### config.mk
export PLATFORM = sky130hd
export DESIGN_NAME = parity_check_rx_flat
export DESIGN_NICKNAME = d
export VERILOG_FILES = /design/src/rtl/parity_check_rx_if.sv /design/src/rtl/parity_check_rx.sv /design/src/flat_wrapper.sv
export SDC_FILE = /design/constraint.sdc
export NUM_CORES = 1
export LEC_CHECK = 0
export BUFFER_PORTS_ARGS = -buffer_cell sky130_fd_sc_hd__buf_2
export CAP_MARGIN = 15
export CELL_PAD_IN_SITES_DETAIL_PLACEMENT = 0
export CELL_PAD_IN_SITES_GLOBAL_PLACEMENT = 2
export CORE_UTILIZATION = 35
export DETAILED_ROUTE_END_ITERATION = 10
export PLACE_DENSITY_LB_ADDON = 0.1
export SLEW_MARGIN = 0
export SYNTH_ARGS = -nofsm -noshare
export SYNTH_HDL_FRONTEND = slang
export SYNTH_SLANG_ARGS = --single-unit
### constraint.sdc
create_clock -name clk -period 2.7 [get_ports clk]
set_input_delay 0.27 -clock clk [delete_from_list [all_inputs] [get_ports clk]]
set_output_delay 0.27 -clock clk [all_outputs]
set_load 0.02 [all_outputs]
### src/rtl/parity_check_rx_if.sv
// parity_check_rx_if: serial bit input, byte output handshake and error status of parity_check_rx
interface parity_check_rx_if #(parameter int ERR_CNT_W = 8);
  logic bit_in;
  logic bit_valid;
  logic frame_start;
  logic clear_err;
  logic [7:0] data_out;
  logic parity_err;
  logic out_valid;
  logic out_ready;
  logic overrun;
  logic [ERR_CNT_W-1:0] err_count;
  modport master (
    output bit_in, bit_valid, frame_start, clear_err, out_ready,
    input  data_out, parity_err, out_valid, overrun, err_count
  );
  modport slave (
    input  bit_in, bit_valid, frame_start, clear_err, out_ready,
    output data_out, parity_err, out_valid, overrun, err_count
  );
endinterface

### src/rtl/parity_check_rx.sv
// parity_check_rx: deserializes 8 data bits (LSB first) plus parity, flags parity errors; PARITY_ODD_EN selects odd parity
module parity_check_rx #(
  parameter int ERR_CNT_W = 8
) (
  input logic clk,
  input logic reset,
  parity_check_rx_if.slave bus
);
`ifdef PARITY_ODD_EN
  localparam logic ODD = 1'b1;
`else
  localparam logic ODD = 1'b0;
`endif
  typedef enum logic [1:0] {IDLE, DATA, PARITY} state_t;
  state_t state, state_n;
  logic [2:0] cnt, cnt_n;
  logic [7:0] sh, sh_n;
  logic done, err, load;
  logic [7:0] data_q;
  logic perr_q, valid_q, ovr_q;
  logic [ERR_CNT_W-1:0] err_q;
  // frame state, bit position and data shift register
  always_ff @(posedge clk or posedge reset) begin
    if (reset) begin
      state <= IDLE;
      cnt <= 3'd0;
      sh <= 8'd0;
    end else begin
      state <= state_n;
      cnt <= cnt_n;
      sh <= sh_n;
    end
  end
  // frame_start with a valid bit always restarts; otherwise only valid bits advance the frame
  always_comb begin
    state_n = state;
    cnt_n = cnt;
    sh_n = sh;
    done = 1'b0;
    if (bus.bit_valid) begin
      if (bus.frame_start) begin
        state_n = DATA;
        cnt_n = 3'd1;
        sh_n = {7'd0, bus.bit_in};
      end else if (state == DATA) begin
        sh_n[cnt] = bus.bit_in;
        cnt_n = cnt + 3'd1;
        state_n = (cnt == 3'd7) ? PARITY : DATA;
      end else if (state == PARITY) begin
        done = 1'b1;
        cnt_n = 3'd0;
        state_n = IDLE;
      end
    end
  end
  assign err = ^{sh, bus.bit_in} ^ ODD;
  assign load = done & (~valid_q | bus.out_ready);
  // output holding register, handshake, sticky overrun and saturating error counter
  always_ff @(posedge clk or posedge reset) begin
    if (reset) begin
      data_q <= 8'd0;
      perr_q <= 1'b0;
      valid_q <= 1'b0;
      ovr_q <= 1'b0;
      err_q <= '0;
    end else begin
      data_q <= load ? sh : data_q;
      perr_q <= load ? err : perr_q;
      valid_q <= load | (valid_q & ~bus.out_ready);
      ovr_q <= ~bus.clear_err & (ovr_q | (done & ~load));
      err_q <= bus.clear_err ? '0 : err_q + ERR_CNT_W'(done & err & ~&err_q);
    end
  end
  assign bus.data_out = data_q;
  assign bus.parity_err = perr_q;
  assign bus.out_valid = valid_q;
  assign bus.overrun = ovr_q;
  assign bus.err_count = err_q;
endmodule

### src/flat_wrapper.sv
// flat-port wrapper written by rule: the top's interface ports become plain ports
module parity_check_rx_flat 
#(
  parameter int ERR_CNT_W = 8
)
  (clk, reset, bus_bit_in, bus_bit_valid, bus_frame_start, bus_clear_err, bus_out_ready, bus_data_out, bus_parity_err, bus_out_valid, bus_overrun, bus_err_count);
  parity_check_rx_if #(.ERR_CNT_W(ERR_CNT_W)) bus_i ();
  input logic clk;
  input logic reset;
  input wire logic [$bits(bus_i.bit_in)-1:0] bus_bit_in;
  input wire logic [$bits(bus_i.bit_valid)-1:0] bus_bit_valid;
  input wire logic [$bits(bus_i.frame_start)-1:0] bus_frame_start;
  input wire logic [$bits(bus_i.clear_err)-1:0] bus_clear_err;
  input wire logic [$bits(bus_i.out_ready)-1:0] bus_out_ready;
  output wire logic [$bits(bus_i.data_out)-1:0] bus_data_out;
  output wire logic [$bits(bus_i.parity_err)-1:0] bus_parity_err;
  output wire logic [$bits(bus_i.out_valid)-1:0] bus_out_valid;
  output wire logic [$bits(bus_i.overrun)-1:0] bus_overrun;
  output wire logic [$bits(bus_i.err_count)-1:0] bus_err_count;
  assign bus_i.bit_in = bus_bit_in;
  assign bus_i.bit_valid = bus_bit_valid;
  assign bus_i.frame_start = bus_frame_start;
  assign bus_i.clear_err = bus_clear_err;
  assign bus_i.out_ready = bus_out_ready;
  assign bus_data_out = bus_i.data_out;
  assign bus_parity_err = bus_i.parity_err;
  assign bus_out_valid = bus_i.out_valid;
  assign bus_overrun = bus_i.overrun;
  assign bus_err_count = bus_i.err_count;
  parity_check_rx #(.ERR_CNT_W(ERR_CNT_W)) u_core (.clk(clk), .reset(reset), .bus(bus_i));
endmodule
==> results of run 1 <==
## synthesized netlist by cell type (2+ instances only)
library cell and n:
a21oi_1 3, a22o_1 2, a31oi_1 4, and3_1 2
buf_2 2, clkbuf_1 5, dfrtp_1 32, ha_1 4
inv_1 4, mux2_2 10, nand2_1 6, nand2b_1 2
nand3_1 4, nand4_1 3, nor2_1 11, nor2b_1 7
o21ai_0 16, o21ba_2 3, o22ai_1 2, xnor2_1 5
xor2_1 7
## power by group through the flow
stage | clock network [mW] | registers (mW) | logic [mW]
finish | 0.337 | 0.584 | 0.226
global route | 0.379 | 0.595 | 0.255
CTS | 0.354 | 0.585 | 0.228
detailed placement | 0 | 0.595 | 0.228
global placement | 0 | 0.594 | 0.226
floorplan | 0 | 0.559 | 0.205
## routing by layer
| layer | wire, µm | GRT usage | part of all wire | vias up |
|---|---|---|---|---|
| li1 | - | - | - | 566 |
| met1 | 1690 | 0.216 | 0.53 | 538 |
| met2 | 1380 | 0.202 | 0.43 | 23 |
| met3 | 94 | 0.0409 | 0.029 | 4 |
| met4 | 42 | 0.0544 | 0.013 | 0 |
| met5 | 0 | 0 | 0 | - |
## worst paths after layout
check / from / end / slack, ns / depth (start not counted)
max: u_core.sh[2]$_DFFE_PP0P_ / u_core.bus.err_count[4]$_DFF_PP0_ / 0.37 / 9
min reg2reg: u_core.bus.parity_err$_DFFE_PP0P_ / u_core.bus.parity_err$_DFFE_PP0P_ / 0.48 / 2
max reg2reg: u_core.sh[2]$_DFFE_PP0P_ / u_core.bus.err_count[4]$_DFF_PP0_ / 0.37 / 9
min: reset / u_core.bus.data_out[0]$_DFFE_PP0P_ / 0.07 / 3
min in group clk: bus_clear_err / u_core.bus.err_count[2]$_DFF_PP0_ / 0.27 / 2
max in group asynchronous: reset / u_core.state[0]$_DFFE_PP0P_ / 2.33 / 3
## kinds of logic after synthesis
group,after synthesis,synth area share
simple gates,39,0.130
compound gates,36,0.144
buf+inv,12,0.0326
mux,10,0.0716
flops,32,0.509
xor+xnor,13,0.0811
fa+ha+maj,4,0.0318
## state kept, by name (all words and copies together) (netlist names)
register	count
u_core.state	2
u_core.bus.overrun	1
u_core.cnt	3
u_core.bus.err_count	8
u_core.bus.out_valid	1
u_core.bus.data_out	8
u_core.sh	8
u_core.bus.parity_err	1
## area by class of cell
class | count | share of cell area
Sequential cell | 32 | 0.442
Multi-Input combinational cell | 102 | 0.398
Timing Repair Buffer | 26 | 0.0732
Clock buffer | 6 | 0.0401
Tap cell | 52 | 0.0359
Inverter | 4 | 0.00829
Clock inverter | 1 | 0.00276
## worst max-delay path, delay by kind of cell, from the launching register on
kind	cells	cell delay [ns]
adder cells (fa/ha/maj)	2	0.52
AND/OR/NAND/NOR	2	0.16
AO/OA/AOI/OAI	1	0.27
XOR/XNOR	4	0.88
flip-flops	1	0.40
==> impl_metrics.env, run 1 <==
export IMPL_swShare=0.304
export IMPL_crit_type="reg -> reg"
export IMPL_final_cell_mix="dfrtp_1, buf_2, o21ai_0, nor2_1, mux2_2"
export IMPL_via_count=1131
export IMPL_postCtsHoldBufs=0
export IMPL_netlist_area_leader_share=0.509
export IMPL_cts_root_buf="clkbuf_8"
export IMPL_max_stage_delay_ns=0.41
export IMPL_avgRoutedWirePerCell_um=14.4
export IMPL_antenna_found_initial=0
export IMPL_final_antenna_net_count=0
export IMPL_pwr_share_clk=0.294
export IMPL_numClockSinks=32
export IMPL_synth_ff_type="dfrtp_1"
export IMPL_seq_power_share=0.509
export IMPL_skew_ns=0.00451
export IMPL_setup_violations=0
export IMPL_area_growth_pct=15.2
export IMPL_hold_class="in -> async"
export IMPL_seq_area_um2=801
export IMPL_crit_fanout=4
export IMPL_overflow=0
export IMPL_track_usage=0.146
export IMPL_nFillCells=446
export IMPL_post_cts_buffers=0
export IMPL_initial_core_util=0.364
export IMPL_start_kind="flop"
export IMPL_multi_input_area_um2=721
export IMPL_post_drt_via_cell_ratio=5.07
export IMPL_worstMarginPinSlew_ns=0.572
export IMPL_netlist_area_um2=1570
export IMPL_nets=182
export IMPL_routed_wirelength_mm=3.21
export IMPL_fin_hold_ws_ns=0.0708
export IMPL_routabilityCongestion=0.735
export IMPL_async_flop_share=1.00
export IMPL_cts_resized=0
export IMPL_grt_setup_unrepaired="false"
export IMPL_drc_errors=0
export IMPL_cp_arrival_ns=2.50
export IMPL_crit_path_top_delay_cell="xnor3_1"
export IMPL_first_pass_iters=4
export IMPL_worstPathRequired_ns=2.86
export IMPL_syn_nets=157
export IMPL_fmax_mhz=429
export IMPL_die_y_um=69.0
export IMPL_status="finished, final reports clean"
export IMPL_io_pins=26
export IMPL_row_count=24
export IMPL_irDropWorstVdd_mv=0.236
export IMPL_cap_violations=0
export IMPL_clock_latency_ns=0.27
export IMPL_yosysSeqAreaShare=0.509
export IMPL_internal_power_mw=0.798
export IMPL_cts_tree="done"
export IMPL_syn_area_per_cell_um2=10.8
export IMPL_slew_viol_final=0
export IMPL_synth_cells=146
export IMPL_final_util=0.419
export IMPL_cp_end_kind="flop"
export IMPL_dp_cells=216
export IMPL_fin_crit_sh=0.864
export IMPL_num_antenna_cells=0
export IMPL_cts_made_buffers=5
export IMPL_synth_seq_cells=32
export IMPL_cts_max_path_buffers=2
export IMPL_timing_final_ws_setup_ns=0.367
export IMPL_dpl_instance_area_um2=1730
export IMPL_grt_max_degree=33
export IMPL_dpl_hpwl_mm=2.30
export IMPL_die_w_um=69.0
export IMPL_drive_gt1_frac=0.269
export IMPL_fin_cells=223
export IMPL_ys_top_cells_by_area="dfrtp_1, mux2_2, o21ai_0, xor2_1, ha_1"
export IMPL_slew_headroom=0.616
export IMPL_power_mw=1.15
export IMPL_synth_edf_count=0
export IMPL_cp_cell_sequence="xor2_1 -> xnor3_1 -> xnor2_1 -> a311oi_1 -> ha_1 -> ha_1 -> nand3_1 -> xor2_1 -> nor2_1"
export IMPL_yosys_warnings=0
export IMPL_hold_viol_final=0
export IMPL_grt_first_pass_wirelength_mm=5.43
export IMPL_path_clk_slew_ns=0.07
export IMPL_port_buffers=25
export IMPL_design_area_um2=1810
export IMPL_p_sw_mw=0.349
export IMPL_core_um2=4320
export IMPL_die_area_um2=4770
export IMPL_finalCriticalPeriod_ns=2.33
export IMPL_dp_slack_ns=0.348
export IMPL_p_per_area_nw_per_um2=633
export IMPL_initialDrtViolationCount=54
export IMPL_combPwrFrac=0.197
export IMPL_finalSetupTns_ns=0
export IMPL_leakagePower_nw=0.910
export IMPL_synth_top_area_cell="dfrtp_1"
export IMPL_grt_pass1_vias=1063
export IMPL_layout_commonest_cell="dfrtp_1"
export IMPL_ys_types=33
export IMPL_htreeDepth=2
(Power assumes the default switching activity.)
==> run 2: changes to the inputs <==
- BUFFER_PORTS_ARGS: -buffer_cell sky130_fd_sc_hd__buf_2 -> default
- CORE_UTILIZATION: 35 -> 42
- DONT_BUFFER_PORTS: default -> 1
- clock period: 2.7 -> 3 ns (I/O delays scaled with it)
==> impl_metrics.env, run 2 (synthesis results as in run 1) <==
export IMPL_status="finished, final reports clean"
export IMPL_die_w_um=63.2
export IMPL_track_usage=0.177
export IMPL_cts_resized=0
export IMPL_grt_setup_unrepaired="false"
export IMPL_via_count=1084
export IMPL_crit_fanout=4
export IMPL_cts_max_path_buffers=2
export IMPL_finalSetupTns_ns=0
export IMPL_fin_crit_sh=0.803
export IMPL_slew_headroom=0.617
export IMPL_antenna_found_initial=0
export IMPL_setup_violations=0
export IMPL_multi_input_area_um2=721
export IMPL_crit_type="reg -> reg"
export IMPL_cts_root_buf="clkbuf_8"
export IMPL_cp_arrival_ns=2.63
export IMPL_clock_latency_ns=0.28
export IMPL_routed_wirelength_mm=3.10
export IMPL_timing_final_ws_setup_ns=0.591
export IMPL_swShare=0.297
export IMPL_first_pass_iters=4
export IMPL_worstPathRequired_ns=3.22
export IMPL_nets=158
export IMPL_dp_cells=185
export IMPL_routabilityCongestion=0.788
export IMPL_start_kind="flop"
export IMPL_seq_area_um2=801
export IMPL_grt_first_pass_wirelength_mm=5.26
export IMPL_drc_errors=0
export IMPL_cap_violations=0
export IMPL_grt_pass1_vias=1061
export IMPL_internal_power_mw=0.742
export IMPL_cp_end_kind="flop"
export IMPL_io_pins=26
export IMPL_r2r_slack_ns=0.59
export IMPL_num_antenna_cells=0
export IMPL_cts_made_buffers=5
export IMPL_finalCriticalPeriod_ns=2.41
export IMPL_fmax_mhz=415
export IMPL_post_drt_via_cell_ratio=5.59
export IMPL_hold_viol_final=0
export IMPL_cts_tree="done"
export IMPL_area_growth_pct=8.19
export IMPL_dp_slack_ns=0.605
export IMPL_leakagePower_nw=0.789
export IMPL_die_area_um2=3990
export IMPL_postCtsHoldBufs=1
export IMPL_avgRoutedWirePerCell_um=16.0
export IMPL_fin_cells=194
export IMPL_initialDrtViolationCount=57
export IMPL_row_count=21
export IMPL_numClockSinks=32
export IMPL_seq_power_share=0.508
export IMPL_hold_class="in -> reg"
export IMPL_post_cts_buffers=0
export IMPL_pwr_share_clk=0.320
export IMPL_overflow=0
export IMPL_nFillCells=338
export IMPL_final_antenna_net_count=0
export IMPL_final_cell_mix="dfrtp_1, o21ai_0, nor2_1, mux2_2"
export IMPL_drive_gt1_frac=0.142
export IMPL_grt_max_degree=33
export IMPL_port_buffers=0
export IMPL_skew_ns=0.00281
export IMPL_htreeDepth=2
export IMPL_path_clk_slew_ns=0.06
export IMPL_dpl_hpwl_mm=2.18
export IMPL_combPwrFrac=0.171
export IMPL_core_um2=3470
export IMPL_p_sw_mw=0.314
export IMPL_slew_viol_final=0
export IMPL_layout_commonest_cell="dfrtp_1"
export IMPL_worstMarginPinSlew_ns=0.570
export IMPL_initial_core_util=0.453
export IMPL_irDropWorstVdd_mv=0.283
export IMPL_p_per_area_nw_per_um2=620
export IMPL_die_y_um=63.2
[run 2: path summary, 6_finish.rpt]
kind | startpoint | to | cells after the start
worst max-delay path | u_core.sh[2]$_DFFE_PP0P_ | u_core.bus.err_count[4]$_DFF_PP0_ | 9
worst min-delay path | bus_clear_err | u_core.bus.overrun$_DFF_PP0_ | 1
worst max register to register | u_core.sh[2]$_DFFE_PP0P_ | u_core.bus.err_count[4]$_DFF_PP0_ | 9
worst min register to register | u_core.sh[0]$_DFFE_PP0P_ | u_core.sh[0]$_DFFE_PP0P_ | 1
max in group asynchronous | reset | u_core.sh[4]$_DFFE_PP0P_ | 3
min in group asynchronous | reset | u_core.bus.err_count[5]$_DFF_PP0_ | 3
[run 2: cell type report]
cell class | count | area share
inverters | 4 | 0.00882
clock buffers | 8 | 0.0529
well taps | 46 | 0.0338
multi-input cells | 102 | 0.424
repair buffers | 2 | 0.0103
flip-flops and latches | 32 | 0.471
[run 2: power by group through the flow]
stage,clock [mW],sequential (mW),combinational [mW]
3_3_place_gp,0,0.543,0.176
3_5_place_dp,0,0.543,0.181
5_1_grt,0.374,0.543,0.205
4_1_cts,0.352,0.536,0.182
6_report,0.338,0.537,0.181
2_1_floorplan,0,0.503,0.185
[run 2: metal layers]
metal | up-vias | share of wire | GRT usage
met4 | 0 | 0.018 | 0.102
met5 | - | 0 | 0
li1 | 518 | - | -
met1 | 528 | 0.49 | 0.246
met2 | 33 | 0.44 | 0.246
met3 | 5 | 0.051 | 0.0489
[run 2: worst max-delay path: stages, from the launching register on]
cell	delay, ns
dfrtp_1	0.41
xor2_1	0.19
xnor3_1	0.43
xnor2_1	0.18
a311oi_1	0.28
ha_1	0.27
ha_1	0.24
nand3_1	0.10
xor2_1	0.16
nor2_1	0.09
[run 2: stage by stage]
stage               power [mW]  hold slack, ns   util  instance area, µm²
floorplan                0.688           0.416      -                1570
global placement         0.718           0.305  0.462                1600
detailed placement       0.725           0.305  0.462                1600
CTS                       1.07          0.0621  0.491                1700
global route              1.12          0.0567  0.491                1700
finish                    1.06          0.0726  0.491                1700
==> run 3: changes to the inputs <==
- CORE_UTILIZATION: 42 -> 39
- clock period: 3 -> 2.3 ns (I/O delays scaled with it)
==> impl_metrics.env, run 3 (synthesis results as in run 1) <==
export IMPL_status="finished, final reports clean"
export IMPL_nFillCells=369
export IMPL_core_um2=3770
export IMPL_final_antenna_net_count=0
export IMPL_crit_fanout=3
export IMPL_irDropWorstVdd_mv=0.366
export IMPL_leakagePower_nw=0.803
export IMPL_overflow=0
export IMPL_fmax_mhz=442
export IMPL_area_growth_pct=10.7
export IMPL_worstMarginPinSlew_ns=0.648
export IMPL_layout_commonest_cell="dfrtp_1"
export IMPL_crit_type="reg -> reg"
export IMPL_grt_max_degree=18
export IMPL_cts_root_buf="clkbuf_8"
export IMPL_dpl_hpwl_mm=2.24
export IMPL_numClockSinks=32
export IMPL_post_drt_via_cell_ratio=5.42
export IMPL_dpl_instance_area_um2=1620
export IMPL_clock_latency_ns=0.28
export IMPL_die_w_um=65.5
export IMPL_drive_gt1_frac=0.178
export IMPL_initial_core_util=0.417
export IMPL_htreeDepth=2
export IMPL_cp_end_kind="flop"
export IMPL_cts_max_path_buffers=2
export IMPL_dp_slack_ns=-0.0124
export IMPL_fin_crit_sh=0.983
export IMPL_routabilityCongestion=0.812
export IMPL_design_area_um2=1740
export IMPL_skew_ns=0.00499
export IMPL_avgRoutedWirePerCell_um=15.8
export IMPL_nets=162
export IMPL_track_usage=0.166
export IMPL_routed_wirelength_mm=3.17
export IMPL_p_per_area_nw_per_um2=783
export IMPL_port_buffers=0
export IMPL_cts_made_buffers=5
export IMPL_slew_viol_final=0
export IMPL_fin_cells=200
export IMPL_finalCriticalPeriod_ns=2.26
export IMPL_grt_first_pass_wirelength_mm=5.25
export IMPL_path_clk_slew_ns=0.07
export IMPL_setup_violations=0
export IMPL_cp_arrival_ns=2.47
export IMPL_hold_viol_final=0
export IMPL_drc_errors=0
export IMPL_row_count=22
export IMPL_worstPathRequired_ns=2.51
export IMPL_finalSetupTns_ns=0
export IMPL_slew_headroom=0.565
export IMPL_hold_class="in -> reg"
export IMPL_grt_pass1_vias=1051
export IMPL_die_area_um2=4290
export IMPL_timing_final_ws_setup_ns=0.0380
export IMPL_dp_cells=189
export IMPL_cap_violations=0
export IMPL_grt_setup_unrepaired="true"
export IMPL_cts_tree="done"
export IMPL_final_cell_mix="dfrtp_1, o21ai_0, nor2_1, mux2_2"
export IMPL_io_pins=26
export IMPL_first_pass_iters=4
export IMPL_fin_hold_ws_ns=0.00806
export IMPL_start_kind="flop"
export IMPL_via_count=1083
export IMPL_antenna_found_initial=0
export IMPL_num_antenna_cells=0
export IMPL_initialDrtViolationCount=81
export IMPL_die_y_um=65.5
-- run 3: worst paths after layout --
check / startpoint / endpoint / slack, ns / depth (start not counted)
max in group asynchronous: reset / u_core.cnt[1]$_DFFE_PP0P_ / 1.19 / 3
hold / removal: bus_clear_err / u_core.bus.err_count[0]$_DFF_PP0_ / 0.008 / 1
hold reg to reg: u_core.sh[0]$_DFFE_PP0P_ / u_core.sh[0]$_DFFE_PP0P_ / 0.55 / 1
setup / recovery: u_core.sh[2]$_DFFE_PP0P_ / u_core.bus.err_count[4]$_DFF_PP0_ / 0.04 / 9
min in group asynchronous: reset / u_core.bus.err_count[5]$_DFF_PP0_ / 0.45 / 2
setup reg to reg: u_core.sh[2]$_DFFE_PP0P_ / u_core.bus.err_count[4]$_DFF_PP0_ / 0.04 / 9
-- run 3: critical path, stage by stage, from the launching register on --
cell and delay, ns:
dfrtp_1 0.41, xor2_1 0.16, xnor3_1 0.42, xnor2_1 0.17, a311oi_1 0.24, ha_2 0.24, ha_2 0.20, nand3_1 0.09
xor2_1 0.16, nor2_1 0.10
-- run 3: per-stage QoR --
stage           util  total power [mW]
2_1_floorplan      -             0.898
3_3_place_gp   0.429             0.944
3_5_place_dp   0.429             0.947
4_1_cts        0.459              1.38
5_1_grt        0.462              1.44
6_report       0.462              1.36
-- run 3: final cells by class --
cell class,instances,area (µm²),area share
flip-flops and latches,32,801,0.460
multi-input cells,102,726,0.417
clock buffers,5,68.8,0.0395
well taps,48,60.1,0.0345
repair buffers,6,52.6,0.0302
clock inverters,3,18.8,0.0108
inverters,4,15.0,0.00862
-- run 3: power by group --
part           internal (mW)  switching, mW
logic                  0.121          0.125
clock network          0.211          0.212
registers              0.609         0.0869
total                  0.940          0.424
-- run 3: per-layer routing --
| layer | up-vias | global-route usage | share of wire |
|---|---|---|---|
| met4 | 0 | 0.0734 | 0.014 |
| met2 | 22 | 0.227 | 0.41 |
| li1 | 523 | - | - |
| met1 | 533 | 0.239 | 0.53 |
| met3 | 5 | 0.0503 | 0.045 |
| met5 | - | 0 | 0 |
-- run 3: what timing repair did --
item / 4_1_cts / 5_1_grt
pin swaps: 2 / 0
hold endpoints to repair: 16 / 2
hold buffers: 2 / 1
setup endpoints to repair: 1 / 3
buffers inserted: 0 / 0
gates resized for setup: 1 / 1
